`config.mk`:
```
export PLATFORM = sky130hd
export DESIGN_NAME = nv_nvdla_sdp_rdma_split
export DESIGN_NICKNAME = d
export VERILOG_FILES = /design/src/rtl/nv_nvdla_sdp_split_pkg.sv /design/src/rtl/nv_nvdla_sdp_rdma_split_skid.sv /design/src/rtl/nv_nvdla_sdp_rdma_split.sv
export SDC_FILE = /design/constraint.sdc
export NUM_CORES = 1
export LEC_CHECK = 0
export ABC_AREA = 1
export BUFFER_PORTS_ARGS = -buffer_cell sky130_fd_sc_hd__buf_2
export CORE_AREA = 2 2 304 306
export DETAILED_ROUTE_END_ITERATION = 6
export DIE_AREA = 0 0 306 308
export GPL_ROUTABILITY_DRIVEN = 0
export PLACE_DENSITY = 0.64
export SETUP_SLACK_MARGIN = 0.3
export SLEW_MARGIN = 0
export SYNTH_ARGS = -nofsm -noshare
export SYNTH_HDL_FRONTEND = slang
export SYNTH_HIERARCHICAL = 1
export SYNTH_SLANG_ARGS = --single-unit
export TNS_END_PERCENT = 10
```
`constraint.sdc`:
```
create_clock -name nvdla_core_clk -period 3.33 [get_ports nvdla_core_clk]
set_input_delay 0.1665 -clock nvdla_core_clk [delete_from_list [all_inputs] [get_ports nvdla_core_clk]]
set_output_delay 0.1665 -clock nvdla_core_clk [all_outputs]
set_load 0.03 [all_outputs]
```
`src/rtl/nv_nvdla_sdp_split_pkg.sv`:
```
// Shared constants for the SDP RDMA word splitter: counter width, FSM encoding, legal ratios.
package nv_nvdla_sdp_split_pkg;

  localparam int unsigned CntW = 4;

  typedef enum logic {
    StEmpty = 1'b0,
    StBusy  = 1'b1
  } split_state_e;

  // Beats-per-word in 16-bit mode; 8-bit mode doubles it, so 8 is the most a 4-bit counter allows.
  function automatic bit ratio_legal(input int unsigned ratio);
    return (ratio == 1) || (ratio == 2) || (ratio == 4) || (ratio == 8);
  endfunction

endpackage

```
`src/rtl/nv_nvdla_sdp_rdma_split_skid.sv`:
```
// One-entry skid buffer with a registered ready; bypasses straight through when empty.
module nv_nvdla_sdp_rdma_split_skid #(
  parameter int unsigned W = 513
) (
  input  logic         clk,
  input  logic         rst,
  input  logic         in_vld,
  output logic         in_rdy,
  input  logic [W-1:0] in_data,
  output logic         out_vld,
  input  logic         out_rdy,
  output logic [W-1:0] out_data
);

  logic         full_q, full_d;
  logic [W-1:0] hold_q;

  assign in_rdy   = ~full_q;
  assign out_vld  = full_q | in_vld;
  assign out_data = full_q ? hold_q : in_data;

  always_comb begin
    full_d = full_q;
    if (full_q) begin
      if (out_rdy) full_d = 1'b0;
    end else if (in_vld && !out_rdy) begin
      full_d = 1'b1;
    end
  end

  always_ff @(posedge clk) begin
    if (rst) begin
      full_q <= 1'b0;
      hold_q <= '0;
    end else begin
      full_q <= full_d;
      if (!full_q && in_vld && !out_rdy) hold_q <= in_data;
    end
  end

endmodule

```
`src/rtl/nv_nvdla_sdp_rdma_split.sv`:
```
// Splits IW-bit read words into OW-bit beats (16-bit mode) or zero-padded half beats (8-bit mode).
// Define NVDLA_SDP_SPLIT_RDY_REG_EN to register inp_prdy through a skid buffer.
module nv_nvdla_sdp_rdma_split
  import nv_nvdla_sdp_split_pkg::*;
#(
  parameter int unsigned IW    = 512,
  parameter int unsigned OW    = 256,
  parameter int unsigned RATIO = IW / OW
) (
  input  logic          nvdla_core_clk,
  input  logic          nvdla_core_rst,
  input  logic          cfg_dp_8,
  input  logic          inp_pvld,
  output logic          inp_prdy,
  input  logic [IW-1:0] inp_data,
  output logic          out_pvld,
  input  logic          out_prdy,
  output logic [OW-1:0] out_data,
  output logic          out_last
);

  localparam logic [CntW-1:0] Last16 = CntW'(RATIO - 1);
  localparam logic [CntW-1:0] Last8  = CntW'(2 * RATIO - 1);

  split_state_e    state_q, state_d;
  logic [IW-1:0]   word_q;
  logic            dp8_q;
  logic [CntW-1:0] cnt_q, cnt_d;

  logic            ld_vld, ld_rdy, ld_take, ld_dp8;
  logic [IW-1:0]   ld_data;
  logic            beat;
  logic [CntW-1:0] last_cnt;

  assign last_cnt = dp8_q ? Last8 : Last16;
  assign out_pvld = (state_q == StBusy);
  assign out_last = out_pvld & (cnt_q == last_cnt);
  assign beat     = out_pvld & out_prdy;
  assign ld_rdy   = (state_q == StEmpty) | (out_prdy & out_last);
  assign ld_take  = ld_vld & ld_rdy;

`ifdef NVDLA_SDP_SPLIT_RDY_REG_EN
  logic [IW:0] skid_data;

  nv_nvdla_sdp_rdma_split_skid #(
    .W(IW + 1)
  ) u_skid (
    .clk     (nvdla_core_clk),
    .rst     (nvdla_core_rst),
    .in_vld  (inp_pvld),
    .in_rdy  (inp_prdy),
    .in_data ({cfg_dp_8, inp_data}),
    .out_vld (ld_vld),
    .out_rdy (ld_rdy),
    .out_data(skid_data)
  );

  assign {ld_dp8, ld_data} = skid_data;
`else
  assign ld_vld   = inp_pvld;
  assign ld_data  = inp_data;
  assign ld_dp8   = cfg_dp_8;
  assign inp_prdy = ld_rdy;
`endif

  always_comb begin
    state_d = state_q;
    cnt_d   = cnt_q;
    if (beat) cnt_d = out_last ? '0 : cnt_q + 1'b1;
    if (ld_take) begin
      state_d = StBusy;
    end else if (beat && out_last) begin
      state_d = StEmpty;
    end
  end

  always_ff @(posedge nvdla_core_clk) begin
    if (nvdla_core_rst) begin
      state_q <= StEmpty;
      cnt_q   <= '0;
      word_q  <= '0;
      dp8_q   <= 1'b0;
    end else begin
      state_q <= state_d;
      cnt_q   <= cnt_d;
      if (ld_take) begin
        word_q <= ld_data;
        dp8_q  <= ld_dp8;
      end
    end
  end

  // Beat tables padded to the full counter range so cnt_q indexes them without width games.
  logic [OW-1:0]   beat16 [16];
  logic [OW/2-1:0] beat8  [16];

  for (genvar k = 0; k < 16; k++) begin : g_beat
    if (k < RATIO) begin : g_w
      assign beat16[k] = word_q[k*OW +: OW];
    end else begin : g_z
      assign beat16[k] = '0;
    end
    if (k < 2 * RATIO) begin : g_h
      assign beat8[k] = word_q[k*(OW/2) +: OW/2];
    end else begin : g_hz
      assign beat8[k] = '0;
    end
  end

  assign out_data = dp8_q ? {{(OW/2){1'b0}}, beat8[cnt_q]} : beat16[cnt_q];

endmodule

```
Word-level counts from Yosys, hierarchy flattened
Cells that the tools add are included.
{"block": "totals", "ff_bits": 518, "latch_bits": 0, "mem_bits_rw": 0, "rom_bits": 0, "input_bits": 517, "out_inout_bits": 259, "wordCells": 27, "memories": 0}
{"block": "classes", "n_addsub": 1, "n_mul": 0, "div_mod_pow": 0, "n_lt_le_gt_ge": 1, "eq_ne": 1, "n_shift": 0, "mux": 11, "bitwise_logic": 7, "n_reduce_logical": 2}
{"operator": "256-bit binary-select mux with 4-bit select", "n": 1}
{"operator": "256-bit two-way mux", "n": 3}
{"operator": "128-bit binary-select mux with 4-bit select", "n": 1}
{"operator": "128-bit two-way mux", "n": 2}
{"operator": "5-bit greater-or-equal comparator (second input constant)", "n": 1}
{"operator": "4-bit NOT with 5-bit output", "n": 1}
{"operator": "4-bit by 1-bit adder with 4-bit output (second input constant)", "n": 1}
{"operator": "1-bit AND", "n": 4}
{"operator": "4-bit by 2-bit == test with 1-bit output", "n": 1}
{"operator": "4-bit two-way mux", "n": 1}
{"operator": "1-bit two-way mux", "n": 2}
{"operator": "2-bit two-way mux", "n": 1}
{"operator": "2-bit nonzero test", "n": 1}
{"operator": "1-bit logical AND", "n": 1}
{"operator": "1-bit NOT", "n": 1}
{"operator": "1-bit OR", "n": 1}

Logic depth before layout (Yosys ltp)
{"block": "depth", "word_depth": 7, "depth_mapped": 11, "mapped_depth_nobuf": 8}

Least setup slack after synthesis
OpenSTA, ideal clock, no wires.
{"block": "synth_timing", "path_kind": "register to output", "start": "register cnt_q[1]", "end": "output out_data[39]", "t_arrival_ns": 1.760, "required_time_ns": 3.164, "path_slack_ns": 1.404, "stages_incl_launch_ff": 7, "n_path_buf": 3, "cell_sequence": "dfxtp_1 -> inv_2 -> nand4_1 -> buf_2 -> buf_2 -> buf_2 -> o21ai_0"}
{"block": "synth_via", "elab_chain_len": 5, "word_cells_on_any_way": 8, "classes_between": "mux: 7; bitwise: 1"}
{"element": "start: declaration", "line_no": "nv_nvdla_sdp_rdma_split.sv:28", "rtl": "logic [CntW-1:0] cnt_q, cnt_d;"}
{"element": "start signal: assignment", "line_no": "nv_nvdla_sdp_rdma_split.sv:85", "rtl": "cnt_q <= cnt_d;"}
{"element": "4-bit NOT with 5-bit output (implied by the code) *", "line_no": "nv_nvdla_sdp_rdma_split.sv:110", "rtl": "assign out_data = dp8_q ? {{(OW/2){1'b0}}, beat8[cnt_q]} : beat16[cnt_q];"}
{"element": "256-bit binary-select mux with 4-bit select or 128-bit binary-select mux with 4-bit select (tied branches)", "line_no": "nv_nvdla_sdp_rdma_split.sv:110"}
{"element": "256-bit two-way mux (implied by the code) or 128-bit two-way mux (tied branches) (2 in series)", "line_no": "nv_nvdla_sdp_rdma_split.sv:110"}
{"element": "256-bit two-way mux *", "line_no": "nv_nvdla_sdp_rdma_split.sv:110"}
{"element": "end: declaration", "line_no": "nv_nvdla_sdp_rdma_split.sv:18", "rtl": "output logic [OW-1:0] out_data,"}
Every way passes the cells marked *; elsewhere a longest branch is shown, timed or not. The select of a mux whose other input is x is not followed.

Worst setup path in the final report
{"block": "layout_timing", "start": "register cnt_q[0]", "end": "output out_data[79]"}
The elaborated chain is that of the path after synthesis.

==> impl_metrics.ini <==
[outcome]
status = complete, but fails checks
violations = DRC

[clock_tree]
cts_root_buffer = clkbuf_16
cts_htree_levels = 2
cts_sinks = 518
cts_tree = built
cts_buffer_depth = 3
clk_pin_slew_worst_paths_ps = 60
clk_latency_ps = 660
cts_buffers = 60

[global_route]
grt_start_max_net_pins = 178
track_usage_pct = 35.9
grt_pass1_vias = 35368
antenna_found_initial = 165
grt-ovfl-total = 0
grt_pass1_wl_um = 247000

[logic_synthesis]
async_flop_share_pct = 0
avgSynthCellArea_um2 = 6.13
ys.warnings.count = 6
syn_area_um2 = 30500
synth_fp_nets = 5485
synth_top_area_share_pct = 34.0
yosysMostFrequentCell = nand2_1
post_synth_num_cell_types = 22
synthTopCellsByArea = dfxtp_1, nand3_1, nand2_1, a21oi_1, inv_1
synth_edf_count = 0
synth_cells = 4967
synth_flop_cell = dfxtp_1
ys_ff_latch = 518
synth_area_leader_cell = dfxtp_1
synth.yosys.seq_area_share_pct = 34.0
synth_common_cells = nand2_1, nand3_1, a21oi_1, inv_1, dfxtp_1

[placed_design]
dpl_cell_area_um2 = 35000
portBuffers = 775
dp_hpwl_um = 136000

[critical_path]
arrival_ps = 3000
critPathKind = flop to primary output
cp-end-kind = primary output
cp_max_fo = 58
r2r_start = cnt_q[0]
worstReg2RegEnd = word_q[504]
rrSetupSlack_ps = 930
critPathLaunchType = flop
r2r_cells = 8
worst-endpoint-required_ps = 3160

[drt]
postRouteWirelength_um = 177000
wl_per_cell_um = 24.3
drcViolationCount = 2
drt_iter0_drc = 4398
num_vias = 38821
drtAntennaViolNets = 0
firstDrtPassIters = 7
vias_per_cell = 5.33

[cells_and_area]
nNetsFinal = 6483
final_area_um2 = 42400
layout-drive-gt1-share_pct = 16.1
fillers = 9672
syn_to_final_growth_pct = 39.2

[die]
rows = 111
core_area_um2 = 91000
die_h_um = 308
die_width_um = 306
dieArea_um2 = 94200
initial_core_util_pct = 33.5
io_pins = 776

[timing]
tightest_slew_ps = 1110
report.final.slew_viol_count = 0
hold_viol_final = 0
rsz0062_at_grt = yes
tns_ps = 0
max_slew_margin_pct = 26.2
setup_violations = 0
fin_worst_skew_ps = 25.0
hold_ws_ps = 102
fmax_ghz = 0.316
min_period_ps = 3160
finalCritPeriodShare_pct = 95.0

[power]
p_leak_nw = 20.8
ir_worst_vdd_mv = 0.462
power_mw = 19.7
powerDensity_nw_per_um2 = 464

[hold_path]
hold_depth = 4
hold_path.class = primary input to flop
hold_start = inp_pvld
hold_path_end = word_q[381]

[flow_run]
maxCapViolCount = 0
==> sequential cells by signal (all words and copies together), names as in the netlist <==
name,count
cnt_q,4
word_q,512
dp8_q,1
out_pvld,1
==> worst max path at each step <==
| stage | depth (start not counted) | slack (ps) | startpoint | end |
|---|---|---|---|---|
| final | 7 | 170 | cnt_q[0] | out_data[79] |
| after detailed placement | 5 | 620 | cnt_q[0] | out_data[107] |
| after global placement | 6 | 540 | cnt_q[0] | out_data[127] |
| after floorplan | 6 | 1400 | cnt_q[1] | out_data[39] |
| after CTS | 7 | 220 | cnt_q[0] | out_data[57] |
| after global routing | 5 | 150 | cnt_q[0] | out_data[127] |
==> cell usage in the layout (no fill, tap or decap), types with 2 or more instances in the layout <==
| cell | synthesis | final |
|---|---|---|
| a21boi_0 | 128 | 128 |
| nand3_1 | 898 | 898 |
| nor3_1 | 2 | 2 |
| o21ai_1 | 0 | 6 |
| diode_2 | 0 | 90 |
| nor2_1 | 515 | 514 |
| bufinv_16 | 0 | 4 |
| clkbuf_1 | 220 | 12 |
| o21ai_0 | 130 | 122 |
| dlygate4sd3_1 | 0 | 515 |
| o21ai_2 | 0 | 2 |
| buf_4 | 18 | 51 |
| clkinv_2 | 0 | 10 |
| dfxtp_4 | 0 | 2 |
| inv_6 | 0 | 2 |
| a21oi_1 | 643 | 642 |
| clkinvlp_4 | 0 | 6 |
| inv_1 | 521 | 520 |
| dfxtp_1 | 518 | 516 |
| nand2_1 | 1165 | 1164 |
| clkbuf_16 | 0 | 60 |
| buf_2 | 43 | 740 |
| buf_8 | 1 | 2 |
| clkbuf_8 | 0 | 14 |
| buf_12 | 4 | 67 |
==> final cells by class <==
cell class	count	area [µm²]	share of cell area [%]
clock inverters	23	260	0.613
repair buffers	1376	10600	25.1
inverters	523	1990	4.69
clock buffers	86	1740	4.10
multi-input cells	3486	15700	37.0
well taps	1186	1480	3.50
flip-flops and latches	518	10400	24.5
diodes	90	225	0.531
==> worst max-delay path, stage by stage (launching register included) <==
cell and delay, ps:
dfxtp_4 450, inv_12 270, buf_16 310, buf_4 270, nand2_1 90, a21boi_0 120, o21ai_0 410, buf_2 290
==> layer usage <==
layer / vias to the layer above / wire (µm) / track usage (%)
met2: 2021 / 82900 / 59.6
met4: 50 / 11500 / 22.3
met3: 485 / 18300 / 10.3
li1: 18003 / - / -
met5: - / 334 / 0
met1: 18262 / 64400 / 40.5
==> power by group <==
group          leakage, nW  total, mW  switching (mW)  internal (mW)
registers             4.29       7.13           0.424           6.70
clock network        0.973       6.88            2.95           3.93
logic                 15.6       5.66            3.63           2.03
==> timing repair <==
action                     4_1_cts  5_1_grt
buffers inserted                 4        0
cloned                           0        0
resized for setup                8        7
hold endpoints to repair       518        0
hold buffers                   515        0
pin swaps                        1        0
setup endpoints to repair       18       38
==> per-stage QoR <==
step	util (%)	setup slack, ps	std cells
after floorplan	-	1400	4967
after global placement	38.4	543	6570
after detailed placement	38.4	618	6570
after CTS	46.4	222	7198
after global routing	46.6	153	7258
final	46.6	168	7288
==> cell families (layout without fill, tap and decap cells) <==
family,count (synthesis),in the layout,share of synthesized area [%]
adder cells (fa/ha/maj),1,1,0.0411
buffers and inverters,963,2008,14.5
flip-flops,518,518,34.0
AO/OA/AOI/OAI,902,902,15.9
XOR/XNOR,1,1,0.0287
AND/OR/NAND/NOR,2582,2582,35.5
other,0,90,0
Note: power is estimated with default switching activity, not from simulation.
